[src/rtl/spi_pkg.sv]
// Shared types and default sizes for the SPI register-access sequencer.
// Command bundle, sequencer states and a small sizing helper.
package spi_pkg;

  localparam int SPI_ADDR_W   = 6;
  localparam int SPI_DATA_W   = 8;
  localparam int SPI_DEPTH    = 4;
  localparam int SPI_COOLDOWN = 20;
  localparam int SPI_TIMEOUT  = 64;

  typedef struct packed {
    logic                  write;
    logic [SPI_ADDR_W-1:0] addr;
    logic [SPI_DATA_W-1:0] wdata;
  } spi_txn_t;

  typedef enum logic [2:0] {
    SEQ_IDLE,
    SEQ_ISSUE,
    SEQ_WAIT_DONE,
    SEQ_RESPOND,
    SEQ_COOLDOWN
  } spi_seq_state_t;

  function automatic int spi_max(input int a, input int b);
    return (a > b) ? a : b;
  endfunction

endpackage

[src/rtl/spi_cmd_fifo.sv]
// First-word fall-through command FIFO of spi_txn_t.
// Power-of-two depth; pointers wrap naturally.
module spi_cmd_fifo
  import spi_pkg::*;
#(
  parameter int DEPTH = SPI_DEPTH,
  localparam int AW = $clog2(DEPTH)
) (
  input  logic          clk,
  input  logic          rst,
  input  logic          push_i,
  input  spi_txn_t      push_data_i,
  input  logic          pop_i,
  output spi_txn_t      pop_data_o,
  output logic          full_o,
  output logic          empty_o,
  output logic [AW:0]   level_o
);

  logic [AW-1:0] wptr_q, wptr_d;
  logic [AW-1:0] rptr_q, rptr_d;
  logic [AW:0]   cnt_q, cnt_d;
  spi_txn_t      mem_q [DEPTH];
  logic          push, pop;

  assign full_o     = (cnt_q == (AW+1)'(DEPTH));
  assign empty_o    = (cnt_q == '0);
  assign level_o    = cnt_q;
  assign pop_data_o = mem_q[rptr_q];
  assign push       = push_i & ~full_o;
  assign pop        = pop_i & ~empty_o;

  // Pointer and occupancy update for accepted push/pop.
  always_comb begin
    wptr_d = wptr_q;
    rptr_d = rptr_q;
    cnt_d  = cnt_q;
    if (push) wptr_d = wptr_q + AW'(1);
    if (pop)  rptr_d = rptr_q + AW'(1);
    case ({push, pop})
      2'b10:   cnt_d = cnt_q + (AW+1)'(1);
      2'b01:   cnt_d = cnt_q - (AW+1)'(1);
      default: cnt_d = cnt_q;
    endcase
  end

  // Control state; storage itself needs no reset.
  always_ff @(posedge clk) begin
    if (rst) begin
      wptr_q <= '0;
      rptr_q <= '0;
      cnt_q  <= '0;
    end else begin
      wptr_q <= wptr_d;
      rptr_q <= rptr_d;
      cnt_q  <= cnt_d;
    end
  end

  // Entry write on accepted push.
  always_ff @(posedge clk) begin
    if (push) mem_q[wptr_q] <= push_data_i;
  end

endmodule

[src/rtl/spi_txn_sequencer.sv]
// Register-access sequencer in front of the SPI main engine.
// Queues commands, drives the engine, returns one response each.
module spi_txn_sequencer
  import spi_pkg::*;
#(
  // Address/data widths must match the spi_txn_t fields in spi_pkg.
  parameter int ADDR_WIDTH      = SPI_ADDR_W,
  parameter int DATA_WIDTH      = SPI_DATA_W,
  parameter int DEPTH           = SPI_DEPTH,
  parameter int COOLDOWN_CYCLES = SPI_COOLDOWN,
  parameter int TIMEOUT_CYCLES  = SPI_TIMEOUT
) (
  input  logic                     clk,
  input  logic                     rst,
  input  logic                     cmd_valid,
  output logic                     cmd_ready,
  input  logic                     cmd_write,
  input  logic [ADDR_WIDTH-1:0]    cmd_addr,
  input  logic [DATA_WIDTH-1:0]    cmd_wdata,
  output logic                     rsp_valid,
  input  logic                     rsp_ready,
  output logic                     rsp_write,
  output logic [DATA_WIDTH-1:0]    rsp_rdata,
  output logic                     rsp_error,
  output logic                     eng_en,
  output logic                     eng_mode,
  output logic [ADDR_WIDTH-1:0]    eng_rw_addr,
  output logic [DATA_WIDTH-1:0]    eng_write_data,
  output logic                     eng_write_valid,
  input  logic [DATA_WIDTH-1:0]    eng_read_data,
  input  logic                     eng_read_valid,
  output logic                     busy,
  output logic [$clog2(DEPTH):0]   level
);

  localparam int CNT_MAX = spi_max(COOLDOWN_CYCLES, TIMEOUT_CYCLES);
  localparam int CNT_W   = $clog2(CNT_MAX) + 1;
  localparam logic [CNT_W-1:0] ISSUE_LAST = CNT_W'(1);
  localparam logic [CNT_W-1:0] TO_LAST    = CNT_W'(TIMEOUT_CYCLES - 1);
  localparam logic [CNT_W-1:0] CD_LAST    = CNT_W'(COOLDOWN_CYCLES - 1);

  spi_txn_t       fifo_in, fifo_head;
  logic           fifo_full, fifo_empty, fifo_pop;

  spi_seq_state_t state_q, state_d;
  logic [CNT_W-1:0] cnt_q, cnt_d;
  logic           cur_write_q, cur_write_d;
  logic [ADDR_WIDTH-1:0] cur_addr_q, cur_addr_d;
  logic [DATA_WIDTH-1:0] cur_wdata_q, cur_wdata_d;
  logic           eng_en_q, eng_en_d;
  logic           ewv_q, ewv_d;
  logic           rv_q;
  logic           rsp_valid_q, rsp_valid_d;
  logic           rsp_write_q, rsp_write_d;
  logic [DATA_WIDTH-1:0] rsp_rdata_q, rsp_rdata_d;
  logic           rsp_error_q, rsp_error_d;
  logic           done_edge;

  assign fifo_in.write = cmd_write;
  assign fifo_in.addr  = cmd_addr;
  assign fifo_in.wdata = cmd_wdata;

  spi_cmd_fifo #(.DEPTH(DEPTH)) u_fifo (
    .clk         (clk),
    .rst         (rst),
    .push_i      (cmd_valid),
    .push_data_i (fifo_in),
    .pop_i       (fifo_pop),
    .pop_data_o  (fifo_head),
    .full_o      (fifo_full),
    .empty_o     (fifo_empty),
    .level_o     (level)
  );

  assign cmd_ready       = ~fifo_full;
  assign busy            = (state_q != SEQ_IDLE) | ~fifo_empty;
  assign eng_en          = eng_en_q;
  assign eng_mode        = cur_write_q;
  assign eng_rw_addr     = cur_addr_q;
  assign eng_write_data  = cur_wdata_q;
  assign eng_write_valid = ewv_q;
  assign rsp_valid       = rsp_valid_q;
  assign rsp_write       = rsp_write_q;
  assign rsp_rdata       = rsp_rdata_q;
  assign rsp_error       = rsp_error_q;

  // A fresh rise of the engine's done flag marks completion.
  assign done_edge = eng_read_valid & ~rv_q;

  // Sequencer next-state and registered-output logic.
  always_comb begin
    state_d     = state_q;
    cnt_d       = cnt_q;
    cur_write_d = cur_write_q;
    cur_addr_d  = cur_addr_q;
    cur_wdata_d = cur_wdata_q;
    eng_en_d    = eng_en_q;
    ewv_d       = ewv_q;
    rsp_valid_d = rsp_valid_q;
    rsp_write_d = rsp_write_q;
    rsp_rdata_d = rsp_rdata_q;
    rsp_error_d = rsp_error_q;
    fifo_pop    = 1'b0;
    case (state_q)
      SEQ_IDLE: begin
        if (!fifo_empty) begin
          fifo_pop    = 1'b1;
          cur_write_d = fifo_head.write;
          cur_addr_d  = fifo_head.addr;
          cur_wdata_d = fifo_head.wdata;
          eng_en_d    = 1'b1;
          ewv_d       = fifo_head.write;
          cnt_d       = '0;
          state_d     = SEQ_ISSUE;
        end
      end
      SEQ_ISSUE: begin
        if (cnt_q == ISSUE_LAST) begin
          eng_en_d = 1'b0;
          cnt_d    = '0;
          state_d  = SEQ_WAIT_DONE;
        end else begin
          cnt_d = cnt_q + CNT_W'(1);
        end
      end
      SEQ_WAIT_DONE: begin
        if (done_edge) begin
          rsp_valid_d = 1'b1;
          rsp_write_d = cur_write_q;
          rsp_rdata_d = cur_write_q ? '0 : eng_read_data;
          rsp_error_d = 1'b0;
          ewv_d       = 1'b0;
          state_d     = SEQ_RESPOND;
        end else if (cnt_q == TO_LAST) begin
          rsp_valid_d = 1'b1;
          rsp_write_d = cur_write_q;
          rsp_rdata_d = '0;
          rsp_error_d = 1'b1;
          ewv_d       = 1'b0;
          state_d     = SEQ_RESPOND;
        end else begin
          cnt_d = cnt_q + CNT_W'(1);
        end
      end
      SEQ_RESPOND: begin
        if (rsp_ready) begin
          rsp_valid_d = 1'b0;
          cnt_d       = '0;
          state_d     = SEQ_COOLDOWN;
        end
      end
      SEQ_COOLDOWN: begin
        if (cnt_q == CD_LAST) begin
          cnt_d   = '0;
          state_d = SEQ_IDLE;
        end else begin
          cnt_d = cnt_q + CNT_W'(1);
        end
      end
      default: begin
        state_d     = SEQ_IDLE;
        cnt_d       = '0;
        eng_en_d    = 1'b0;
        ewv_d       = 1'b0;
        rsp_valid_d = 1'b0;
      end
    endcase
  end

  // State, command, engine-drive and response registers.
  always_ff @(posedge clk) begin
    if (rst) begin
      state_q     <= SEQ_IDLE;
      cnt_q       <= '0;
      cur_write_q <= 1'b0;
      cur_addr_q  <= '0;
      cur_wdata_q <= '0;
      eng_en_q    <= 1'b0;
      ewv_q       <= 1'b0;
      rv_q        <= 1'b0;
      rsp_valid_q <= 1'b0;
      rsp_write_q <= 1'b0;
      rsp_rdata_q <= '0;
      rsp_error_q <= 1'b0;
    end else begin
      state_q     <= state_d;
      cnt_q       <= cnt_d;
      cur_write_q <= cur_write_d;
      cur_addr_q  <= cur_addr_d;
      cur_wdata_q <= cur_wdata_d;
      eng_en_q    <= eng_en_d;
      ewv_q       <= ewv_d;
      rv_q        <= eng_read_valid;
      rsp_valid_q <= rsp_valid_d;
      rsp_write_q <= rsp_write_d;
      rsp_rdata_q <= rsp_rdata_d;
      rsp_error_q <= rsp_error_d;
    end
  end

endmodule
[config.mk]
export PLATFORM = sky130hd
export DESIGN_NAME = spi_txn_sequencer
export DESIGN_NICKNAME = d
export VERILOG_FILES = /design/src/rtl/spi_pkg.sv /design/src/rtl/spi_cmd_fifo.sv /design/src/rtl/spi_txn_sequencer.sv
export SDC_FILE = /design/constraint.sdc
export NUM_CORES = 1
export LEC_CHECK = 0
export ABC_AREA = 1
export CORE_MARGIN = 10
export CORE_UTILIZATION = 57
export CTS_BUF_LIST = sky130_fd_sc_hd__clkbuf_4 sky130_fd_sc_hd__clkbuf_8
export DETAILED_ROUTE_END_ITERATION = 10
export PLACE_DENSITY = 0.82
export REMOVE_ABC_BUFFERS = 1
export SLEW_MARGIN = 0
export SYNTH_ARGS = -nofsm -noshare
export SYNTH_HDL_FRONTEND = slang
export SYNTH_SLANG_ARGS = --single-unit
[constraint.sdc]
create_clock -name clk -period 6.79 [get_ports clk]
set_input_delay 0.679 -clock clk [delete_from_list [all_inputs] [get_ports clk]]
set_output_delay 0.679 -clock clk [all_outputs]
set_load 0.01 [all_outputs]
After elaboration in Yosys (flattened, before gate mapping)
Memories as Yosys holds them, arrays and structs flattened. A register that Yosys moved wholly into a read port is not among the register bits. Index checks and enable logic that the tools add are counted.

Input port bits: 28. Word-level logic and storage cells: 101. Latch bits: 0. Bits in read-only memories: 0. Output and inout port bits: 33. Memories kept: 1. Memory bits (writable): 60. Register bits: 46.

Divide/modulo/power cells: 0. Add/subtract/negate cells: 5. Bitwise operators: 10. Equal/unequal tests: 17. Shift-type cells: 0. $lt $le $gt $ge: 0. Multiply operators: 0. Reductions and logical operators: 15. Multiplexer cells: 38.

Memories: u_fifo.mem_q (words 4, width 15, rd ports 1, clocked after memory_dff 1, wr ports 1, line spi_cmd_fifo.sv:23) `spi_txn_t mem_q [DEPTH];`.

Operator list (count): 7-bit two-way mux (6); 7-bit case mux with 5 select lines (1); 8-bit two-way mux (3); 3-bit two-way mux (6); 1-bit two-way mux (15); 3-bit case mux with 5 select lines (1); 2-bit != test, second input constant (6); 1-bit case mux with 3 select lines (3); 3-bit AND reduction (3); 3-bit OR reduction (3); 7-bit by 1-bit adder with 7-bit output, second input constant (1); 7-bit by 1-bit equality test with 1-bit output, second input constant (1); 7-bit by 5-bit equality test with 1-bit output, second input constant (1); 7-bit by 6-bit equality test with 1-bit output, second input constant (1); 3-bit by 2-bit equality test with 1-bit output, second input constant (2); 3-bit equality test, second input constant (2); 3-bit logical NOT (2); 1-bit NOT (6); 3-bit case mux with 2 select lines (1); 5-bit AND reduction (1); 2-bit by 1-bit adder with 2-bit output, second input constant (2); 2-bit two-way mux (2); 2-bit AND reduction (2); 4-bit AND reduction (1); other kinds (10) (13).

Depth between registers and ports, before layout
Gate-level depths: netlist of the first run.

Word-level depth: 6. Gate-level depth with buffers: 12. Mapped depth without buffers: 11.

By module
From an unflattened synthesis of the first run, not the netlist that was laid out.

Cells, all modules: 476. Area total of the unflattened synthesis: 4687.0 um^2.

By module, submodules not included: spi_cmd_fifo (instances 1, area an instance 2775.2 um^2, sequential area each 1981.9 um^2, cells an instance 215); spi_txn_sequencer (instances 1, area an instance 1911.8 um^2, sequential area each 780.7 um^2, cells an instance 261).

Least setup slack after synthesis of the first run
No wires, ideal clock.

Path kind: reg2reg. Start point: reg u_fifo.cnt_q[0] (netlist: u_fifo.level_o[0]). End point: reg u_fifo.cnt_q[2] (netlist: u_fifo.level_o[2]). Arrival: 2.045 ns. Buffers on the path: 1. Clock period less this slack: 2.167 ns. Setup time: 0.122 ns. Cell stages (with the launch flop): 13. Path slack: 4.623 ns. Data required time: 6.668 ns. Path through: dfxtp_1 > inv_1 > nand3_1 > inv_1 > nor2_4 > buf_2 > ha_1 > inv_1 > fa_1 > a21oi_1 > o21ai_0 > o21ai_0 > a21oi_1.

Cells in the longest elaborated chain, start to end: 6. Elaborated cells between the ends (all ways): 14. Those cells by class: add/sub: 2; eq/ne: 3; mux: 3; bitwise: 4; reduce/logical: 2.

RTL lines: from (decl) (line spi_cmd_fifo.sv:22) `logic [AW:0] cnt_q, cnt_d;`; from (signal assigned) (line spi_cmd_fifo.sv:56) `cnt_q <= cnt_d;`; 3-bit logical NOT * (line spi_cmd_fifo.sv:27) `assign empty_o = (cnt_q == '0);`; 1-bit two-way mux * (line spi_txn_sequencer.sv:106) `if (!fifo_empty) begin`; 1-bit two-way mux * (line spi_txn_sequencer.sv:104) `case (state_q)`; named net fifo_pop (line spi_txn_sequencer.sv:43) `logic fifo_full, fifo_empty, fifo_pop;`; 1-bit bitwise AND * (line spi_cmd_fifo.sv:31) `assign pop = pop_i & ~empty_o;`; 2-bit by 1-bit equality test with 1-bit output or 2-bit equality test (tied branches) (line spi_cmd_fifo.sv:40) `case ({push, pop})`; 3-bit case mux with 2 select lines or 2-bit nonzero test (tied branches).

The timed path passes the listed nets; every way through them passes the cells marked *. A chain may end at the register's enable or synchronous reset.

Worst setup path after layout of the first run
Start point: reg state_q[1]. End point: reg u_fifo.cnt_q[2] (netlist: u_fifo.level_o[2]).

Cells in the longest elaborated chain, start to end: 5. Elaborated cells between the ends (all ways): 7. Those cells by class: eq/ne: 2; mux: 2; bitwise: 1; reduce/logical: 2.

RTL lines: from (decl) (line spi_txn_sequencer.sv:45) `spi_seq_state_t state_q, state_d;`; from (signal assigned) (line spi_txn_sequencer.sv:186) `state_q <= state_d;`; 3-bit logical NOT * (line spi_txn_sequencer.sv:104); 1-bit two-way mux * (line spi_txn_sequencer.sv:104); 1-bit bitwise AND * (line spi_cmd_fifo.sv:31); 2-bit by 1-bit equality test with 1-bit output or 2-bit equality test (tied branches) (line spi_cmd_fifo.sv:40); 3-bit case mux with 2 select lines or 2-bit nonzero test (tied branches).

Every way passes the cells marked *; elsewhere a longest branch is shown, timed or not.

==> summary.md, run 1 <==
| Metric | Value |
|---|---|
| Synth warn | `0` |
| H-tree depth | `3` |
| Initial antenna violation count | `0` |
| Routed WL | `9.606 mm` |
| Worst R2R Start | `state_q[1]` |
| R2R cell count | `10` |
| First-pass GRT wire length | `15.89 mm` |
| Pin count of the biggest net entering global routing | `36` |
| Wire per inst | `15.49 um` |
| Sw frac | `36.74%` |
| Area Overhead vs Synth | `19.33%` |
| Clk Latency, worst-skew pair | `0.36 ns` |
| FMAX | `0.3698 GHz` |
| Worst Tran Pin Value | `1.045 ns` |
| Setup crit end | `u_fifo.level_o[2]` |
| WHS | `0.4686 ns` |
| Fraction of power consumed by sequential logic | `44.4%` |
| Setup CP Type | `register to register` |
| Post-DRT Antenna Nets | `0` |
| Sequential share of the synthesized area | `61.23%` |
| Post-Layout Inst Area | `0.005384 mm2` |
| Sw Pwr | `723.1 uW` |
| Unique cell type count in the Yosys netlist | `30` |
| Overall power | `1968 uW` |
| Die Ht | `109.0 um` |
| Top cell type by total area after synthesis | `edfxtp_1` |
| Cts hold-fix bufs | `0` |
| Post-DP Area | `0.005174 mm2` |
| Max FO, Critical Path | `35` |
| DRC errors left | `0` |
| Yosys reg bits | `108` |
| Period utilisation layout | `39.82%` |
| Synth top area cells | `edfxtp_1, dfxtp_1, nor2_1` |
| GPL Wtd Cong | `0.9096` |
| Maxcap violations | `0` |
| Share of the synthesized area in the top cell type | `39.93%` |
| Pleak | `0.002003 uW` |
| Hpwl dp | `6.496 mm` |
| Vias in the first global route | `3472` |
| Fin crit period | `2.704 ns` |
| Maximum vdd ir drop | `0.1691 mV` |
| Total number of vias | `3333` |
| Worst R2R End | `u_fifo.level_o[2]` |
| Slowest cell on crit path | `nor2_4` |
| Layout cell share with drive strength beyond 1 | `10.04%` |
| Port-buffer cells | `60` |
| Combinational Power Share | `35.1%` |
| Clock power share | `20.5%` |
| Worst-path clk slew | `0.10 ns` |
| Initial DRC count | `188` |
| Via density | `5.376` |
| TritonCTS clock tree | `yes` |
| Slowest Stage Delay on Critical Path | `0.63 ns` |
| Inst Count DP | `604` |
| Ant diodes | `0` |
| Root Buffer Master | `clkbuf_8` |
| FF-to-FF setup slack | `4.09 ns` |
| Worst-path cell chain | `nor2_2, nand2_4, nor2_4, ha_1, inv_1, fa_1, a21oi_1, o21ai_0, o21ai_0, a21oi_1` |
| First-pass iteration count of the detailed router | `5` |
| Clock buffer depth | `2` |
| Final number of max-transition violations | `0` |
| Crit path arrival time | `2.96 ns` |
| CTS resizes | `0` |
| Post-Syn Instances | `455` |
| Hold Crit Class | `register to register` |
| Outcome | `completed` |
| CTS buffer count | `9` |
| Final std cells w/o fill | `620` |
| Cell Area, Synth | `0.004512 mm2` |
| Worst setup SP type | `register` |
| Clk sink count | `108` |
| Row count | `32` |
| Req. time, crit path | `7.05 ns` |
| Final nets | `549` |
| Final setup fails | `0` |
| Die Area | `0.01187 mm2` |
| Num ports | `61` |
| Power Dens Cells | `365.6 mW/mm2` |
| Final setup TNS | `0 ns` |
| Final Skew | `0.008272 ns` |
| DIE WIDTH | `109.0 um` |
| Final Hold Vio Count | `0` |
| Avg Synthesized Cell Area | `9.916 um2` |
| Relative slew margins | `30.25%` |
| Worst setup path startpoint | `state_q[1]` |
| Initial Util | `58.39%` |
| GRT overflow | `0` |
| Post-CTS Setup Inserts | `0` |
| Design internal power | `1245 uW` |
| Core ar. | `0.007727 mm2` |
| RSZ-0062 raised after global routing | `no` |
| CP Capture Type | `register` |
| Total track usage | `16.63%` |
==> per-stage QoR <==
stage	setup WS (ns)	util, %
floorplan	4.486	-
detailed placement	3.972	66.95
finish	4.086	69.67
global placement	4.021	66.95
global route	3.847	69.67
CTS	4.104	69.67
==> worst min-delay path by stage <==
stage | from | slack, ns | cells after the start | end
finish | rsp_rdata[2] | 0.47 | 2 | rsp_rdata[2]
global route | rsp_rdata[1] | 0.49 | 2 | rsp_rdata[1]
CTS | rsp_rdata[6] | 0.47 | 2 | rsp_rdata[6]
detailed placement | rsp_rdata[6] | 0.46 | 2 | rsp_rdata[6]
global placement | rsp_rdata[6] | 0.45 | 2 | rsp_rdata[6]
floorplan | u_fifo.rptr_q[1] | 0.44 | 2 | register
==> critical path: cells and delay by family (launching register included) <==
kind,cells,cell delay [ns]
AO/OA/AOI/OAI,4,0.51
adder cells (fa/ha/maj),2,0.66
AND/OR/NAND/NOR,3,0.96
flip-flops,1,0.38
buffers and inverters,1,0.07
==> power groups by stage <==
stage               logic [uW]  registers (uW)  clock network, uW
finish                     691             874                403
global route               768             886                442
CTS                        696             874                409
detailed placement         692             888                  0
global placement           662             885                  0
floorplan                  432             887                  0
==> area by class of cell <==
type	instances	area (um2)
well taps	102	127.6
fillers	563	2344
inverters	38	142.6
repair buffers	64	630.6
multi-input cells	292	1510
clock inverters	6	78.83
clock buffers	10	131.4
flip-flops and latches	108	2763
==> synth_stat cells (all sizes together) <==
master  number
a31oi       14
inv         38
dfxtp       48
fa           1
o211ai       1
edfxtp      60
nand3b       1
clkbuf      11
a21oi       26
o22ai        1
nor3         5
nand2       61
nor2        94
nand3       22
o21ai       55
buf          6
nand4        3
o21bai       1
ha           7
==> state kept, by name, summed over array words and instances (netlist names), 2 cells and up, named ones only <==
signal	flops
cnt_q	7
eng_rw_addr	6
eng_write_data	8
rsp_rdata	8
state_q	3
u_fifo.level_o	3
u_fifo.mem_q	60
u_fifo.rptr_q	2
u_fifo.wptr_q	2
==> routing by layer <==
layer  global-route usage (%)  vias to the layer above  wire [um]
met5                        0                        -          0
met4                    6.685                        0        146
met3                    3.422                       14        606
met2                    31.19                      102       5125
met1                    17.69                     1557       3728
li1                         -                     1660          -
==> cells by family (layout without fill, tap and decap cells) <==
logic type	after synthesis	in the layout	share of synthesized area, %
AOI/OAI and AO/OA	98	98	11.48
adders and majority gates	8	8	2.385
buffers and inverters	55	118	5.297
DFF	108	108	61.23
and+or+nand+nor	186	186	19.61
==> cell usage in the layout, fill, tap and decap left out, drive strengths merged, types with 2 or more instances in the layout <==
master         count
dfxtp             48
nand4              3
clkbuf            10
a31oi             14
inv               41
nor3               5
clkdlybuf4s50     60
nand3             22
a21oi             26
nand2             61
buf                4
clkinv             2
o21ai             55
edfxtp            60
nor2              94
ha                 7
Power figures use the tool's default switching activity.
==> inputs of run 2 (changes only) <==
clock period = 2.7 ns   (was 6.79 ns; I/O delays follow)
==> run 2 against run 1 <==
Clock skew grew 0.0019 ns; core utilization grew 0.60 points; flip-flop and latch count is the same; hold slack lost 0.017 ns; global-route usage grew 0.76 points; non-clock buffer count grew 5; critical path depth shrank 5; routed wire length grew 0.31%; sequential share of layout area shrank 0.44 points; worst setup slack lost 3.5 ns; final cell count grew 0.81%; critical path type is now register to primary output; largest cell class unchanged.
==> summary.md, run 2 (synthesis results as in run 1) <==
| Metric | Value |
|---|---|
| CP Capture Type | `primary output` |
| CTS buffer count | `9` |
| Initial antenna violation count | `0` |
| Initial Util | `58.39%` |
| DIE WIDTH | `109.0 um` |
| Critical path's top delay family | `buffers and inverters` |
| Fin crit period | `2.127 ns` |
| Root Buffer Master | `clkbuf_8` |
| First-pass GRT wire length | `16.55 mm` |
| Maxcap violations | `0` |
| Slowest cell on crit path | `clkdlybuf4s50_1` |
| Largest Register | `u_fifo.mem_q` |
| FF-to-FF setup slack | `0.65 ns` |
| Max FO, Critical Path | `6` |
| FMAX | `0.4701 GHz` |
| Final core occ | `70.27%` |
| GRT overflow | `0` |
| Most common cell after layout, fill and taps aside | `nor2_1` |
| RSZ-0062 raised after global routing | `no` |
| Final nets | `554` |
| Crit path arrival time | `1.86 ns` |
| Post-DRT Antenna Nets | `0` |
| Max reg flops | `60` |
| Fill cell count | `568` |
| Num ports | `61` |
| GPL Wtd Cong | `0.8848` |
| CTS resizes | `0` |
| Die Area | `0.01187 mm2` |
| Clock buffer depth | `2` |
| Layout cell share with drive strength beyond 1 | `10.90%` |
| Period utilisation layout | `78.78%` |
| Worst-path cell chain | `nor2_2, nand2_4, nor2_4, inv_1, clkdlybuf4s50_1` |
| Worst Tran Pin Value | `0.8098 ns` |
| Commonest non-fill, non-tap cells in the layout | `nor2_1, clkdlybuf4s50_1, edfxtp_1` |
| Outcome | `completed` |
| Vias in the first global route | `3506` |
| CP Buf/Inv Count | `2` |
| Wire per inst | `15.42 um` |
| Port-buffer cells | `60` |
| Total number of vias | `3365` |
| Die Ht | `109.0 um` |
| Final number of max-transition violations | `0` |
| Hold Crit Class | `primary input to register` |
| Overall power | `5003 uW` |
| Final Skew | `0.01016 ns` |
| TritonCTS clock tree | `yes` |
| Clk sink count | `108` |
| Final Hold Vio Count | `0` |
| Via density | `5.384` |
| Routed WL | `9.636 mm` |
| Setup CP Type | `register to primary output` |
| Post-CTS Setup Inserts | `0` |
| Final setup fails | `0` |
| Maximum vdd ir drop | `0.4839 mV` |
| Power Dens Cells | `921.2 mW/mm2` |
| Worst setup SP type | `register` |
| Area Overhead vs Synth | `20.36%` |
| First-pass iteration count of the detailed router | `5` |
| Pin count of the biggest net entering global routing | `35` |
| DRC errors left | `0` |
| Pleak | `0.002031 uW` |
| Total track usage | `17.39%` |
| Req. time, crit path | `2.43 ns` |
| Row count | `32` |
| Initial DRC count | `218` |
| Worst-path clk slew | `0.11 ns` |
| H-tree depth | `3` |
| Clk Latency, worst-skew pair | `0.36 ns` |
| Cts hold-fix bufs | `0` |
| Relative slew margins | `45.95%` |
| Hpwl dp | `6.415 mm` |
| Final setup TNS | `0 ns` |
| Core ar. | `0.007727 mm2` |
| Slowest Stage Delay on Critical Path | `0.49 ns` |
| Ant diodes | `0` |
[run 2: cell types whose count changed in the layout (fill, tap and decap cells not counted)]
| cell | delta |
|---|---|
| clkinv_8 | +1 |
| clkinv_4 | -1 |
| inv_6 | +1 |
| buf_4 | +5 |
| clkbuf_4 | -1 |
[run 2: layout make-up]
cell class                      instances  area [um2]  share of cell area (%)
Tap cell                              102       127.6                   2.350
Timing Repair Buffer                   69       668.1                   12.30
Clock buffer                            9       123.9                   2.281
Sequential cell                       108        2763                   50.88
Inverter                               38       142.6                   2.627
Multi-Input combinational cell        292        1510                   27.81
Clock inverter                          7       95.09                   1.751
[run 2: worst register-to-register path, delay by kind of cell (launching register included)]
family	cells	cell delay, ns
DFF	1	0.33
and+or+nand+nor	2	0.36
adders and majority gates	2	0.58
buffers and inverters	2	0.21
AOI/OAI and AO/OA	4	0.47
[run 2: final timing paths]
kind,start,cells after the start,endpoint
worst min-delay path,eng_read_data[3],3,rsp_rdata[3]
worst min register to register,rsp_rdata[2],2,rsp_rdata[2]
worst max-delay path,state_q[1],5,busy
worst max register to register,u_fifo.level_o[0],10,u_fifo.level_o[2]
[run 2: through the flow]
stage	area, um2	hold slack (ns)	std cells	setup WS [ns]
6_report	5430	0.4512	625	0.5730
2_1_floorplan	4415	0.3391	438	0.3956
5_1_grt	5430	0.4781	625	0.3994
3_5_place_dp	5211	0.4611	609	0.5859
4_1_cts	5430	0.4477	625	0.5540
3_3_place_gp	5211	0.4478	609	0.6498
[run 2: routing by layer]
layer / track usage [%] / vias up / routed length (um)
met5: 0 / - / 0
met4: 6.874 / 0 / 131
met3: 2.891 / 10 / 531
met2: 31.11 / 104 / 5131
met1: 20.26 / 1586 / 3841
li1: - / 1665 / -
[run 2: report_power, final]
group | internal (uW) | switching, uW
logic | 693 | 1120
registers | 2000 | 144
clock network | 458 | 586
==> inputs of run 3 (changes only) <==
CORE_UTILIZATION = 51   (was 57)
PLACE_DENSITY = 0.78   (was 0.82)
clock period = 1.8 ns   (was 2.7 ns; I/O delays follow)
==> run 3 against run 2 <==
Combinational power is 71% higher; cell area grew 3.8%; global-route usage is 2.4 points lower; via count is 2.5% higher; first-iteration DRC count shrank 26%; hold slack got worse by 0.11 ns; largest cell class unchanged.
==> summary.md, run 3 (synthesis results as in run 1) <==
| Metric | Value |
|---|---|
| Outcome | `completed` |
| Routed WL | `10.05 mm` |
| Worst setup path startpoint | `u_fifo.level_o[1]` |
| Largest Register | `u_fifo.mem_q` |
| Sw frac | `37.51%` |
| GPL Wtd Cong | `0.8858` |
| Hpwl dp | `6.894 mm` |
| Slowest cell on crit path | `fa_2` |
| Maximum vdd ir drop | `0.8202 mV` |
| Setup CP Type | `register to register` |
| Endpoint, Worst Hold | `rv_q` |
| Port-buffer cells | `60` |
| Critical path's top delay family | `adder cells` |
| WHS | `0.3456 ns` |
| Inst Count DP | `631` |
| Fin crit period | `1.765 ns` |
| Period utilisation layout | `98.07%` |
| Vias in the first global route | `3413` |
| Worst R2R Start | `u_fifo.level_o[1]` |
| TritonCTS clock tree | `yes` |
| Layout cell share with drive strength beyond 1 | `16.94%` |
| Final std cells w/o fill | `651` |
| H-tree depth | `3` |
| FF-to-FF setup slack | `0.03 ns` |
| Clk Latency, worst-skew pair | `0.38 ns` |
| GRT overflow | `0` |
| DRC errors left | `0` |
| Area Overhead vs Synth | `24.99%` |
| Initial DRC count | `161` |
| CP Buf/Inv Count | `3` |
| Row count | `34` |
| Clock power share | `18.7%` |
| Req. time, crit path | `2.08 ns` |
| Root Buffer Master | `clkbuf_8` |
| Max reg flops | `60` |
| Core ar. | `0.008678 mm2` |
| Hold Crit Start | `eng_read_valid` |
| Combinational Power Share | `40.0%` |
| Hold Crit Class | `primary input to register` |
| Fraction of power consumed by sequential logic | `41.2%` |
| Worst-path clk slew | `0.11 ns` |
| Die Ht | `114.1 um` |
| Worst setup SP type | `register` |
| Final nets | `574` |
| Final Hold Vio Count | `0` |
| Critical Path Most Common Cell | `inv_2` |
| Pin count of the biggest net entering global routing | `35` |
| Sw Pwr | `2913 uW` |
| Design internal power | `4852 uW` |
| Pleak | `0.002135 uW` |
| FMAX | `0.5665 GHz` |
| Total track usage | `14.99%` |
| Die Area | `0.01301 mm2` |
| Post-DRT Antenna Nets | `0` |
| Slowest Stage Delay on Critical Path | `0.42 ns` |
| Crit path arrival time | `2.04 ns` |
| CP Capture Type | `register` |
| Worst-path cell chain | `inv_2, nand3_2, inv_1, nor2_4, ha_4, inv_2, fa_2, a21oi_2, o21ai_2, o21ai_1, a21oi_1` |
| Final setup fails | `0` |
| Post-Layout Inst Area | `0.005639 mm2` |
| Initial Util | `51.99%` |
| Ant diodes | `0` |
| Clk sink count | `108` |
| Final Skew | `0.01297 ns` |
| Total number of vias | `3449` |
| First-pass GRT wire length | `16.02 mm` |
| Clock buffer depth | `2` |
| Maxcap violations | `0` |
| RSZ-0062 raised after global routing | `yes` |
| Commonest non-fill, non-tap cells in the layout | `nor2_1, edfxtp_1, clkdlybuf4s50_1` |
| Wire per inst | `15.43 um` |
| Worst R2R End | `u_fifo.level_o[2]` |
| R2R cell count | `11` |
| DIE WIDTH | `114.1 um` |
| Cells on Worst Hold Path | `3` |
| Overall power | `7765 uW` |
| Num ports | `61` |
| Final number of max-transition violations | `0` |
| Initial antenna violation count | `0` |
| Post-DP Area | `0.005364 mm2` |
| First-pass iteration count of the detailed router | `5` |
| Final setup TNS | `0 ns` |
| Max FO, Critical Path | `3` |
| Via density | `5.298` |
| Power Dens Cells | `1377 mW/mm2` |
| Worst Tran Pin Value | `0.6018 ns` |
| CTS buffer count | `9` |
| Relative slew margins | `59.83%` |
| Most common cell after layout, fill and taps aside | `nor2_1` |
[run 3: cell count changes in the layout (fill, tap and decap cells not counted), moves of 2 or more]
| cell | before | now |
|---|---|---|
| inv_8 | 2 | 0 |
| inv_2 | 8 | 11 |
| nand3_2 | 1 | 3 |
| dfxtp_1 | 48 | 43 |
| buf_12 | 0 | 2 |
| inv_6 | 2 | 4 |
| buf_4 | 9 | 27 |
| inv_1 | 30 | 27 |
| nand3_1 | 21 | 19 |
| o21ai_0 | 43 | 41 |
| dfxtp_2 | 0 | 5 |
[run 3: power by group through the flow]
stage | clock network [uW] | logic (uW) | registers (uW)
6_report | 1450 | 3110 | 3200
5_1_grt | 1590 | 3450 | 3240
4_1_cts | 1480 | 3000 | 3190
3_5_place_dp | 0 | 2970 | 3240
3_3_place_gp | 0 | 2880 | 3220
2_1_floorplan | 0 | 1630 | 3350
[run 3: layout make-up]
class | instances | area [um2]
Clock inverter | 7 | 76.32
Fill cell | 686 | 3039
Timing Repair Buffer | 89 | 842.1
Sequential cell | 108 | 2769
Inverter | 38 | 142.6
Clock buffer | 9 | 123.9
Multi-Input combinational cell | 292 | 1550
Tap cell | 108 | 135.1
[run 3: per-layer routing]
layer | share of wire, % | global-route usage (%) | routed length, um
met5 | 0 | 0 | 0
met4 | 1.1 | 5.180 | 114
met3 | 6.8 | 3.512 | 685
met2 | 52 | 27.18 | 5249
met1 | 40 | 16.73 | 3999
[run 3: worst max path at each step]
stage,cells past startpoint,slack [ns],end
6_report,11,0.03,u_fifo.level_o[2]
3_3_place_gp,9,0.007,u_fifo.level_o[2]
5_1_grt,11,-0.1,u_fifo.level_o[2]
3_5_place_dp,9,-0.04,u_fifo.level_o[2]
4_1_cts,11,0.009,u_fifo.level_o[2]
2_1_floorplan,11,-0.50,u_fifo.level_o[2]
[run 3: worst register-to-register path: stages (launching register included)]
cell,delay [ns]
dfxtp_2,0.35
inv_2,0.06
nand3_2,0.08
inv_1,0.07
nor2_4,0.11
ha_4,0.13
inv_2,0.05
fa_2,0.42
a21oi_2,0.15
o21ai_2,0.07
o21ai_1,0.13
a21oi_1,0.05
[run 3: per-stage QoR]
step / utilization (%) / setup WS [ns]
finish: 64.98 / 0.03467
global route: 64.98 / -0.09990
CTS: 64.22 / 0.008739
detailed placement: 61.81 / -0.04454
global placement: 61.81 / 0.007332
floorplan: - / -0.5044
[run 3: repair_timing]
item / CTS / global route
setup endpoints to repair: 2 / 9
buffers inserted: 1 / 3
gates resized for setup: 5 / 15
hold buffers: 0 / 0
pin swaps: 2 / 6
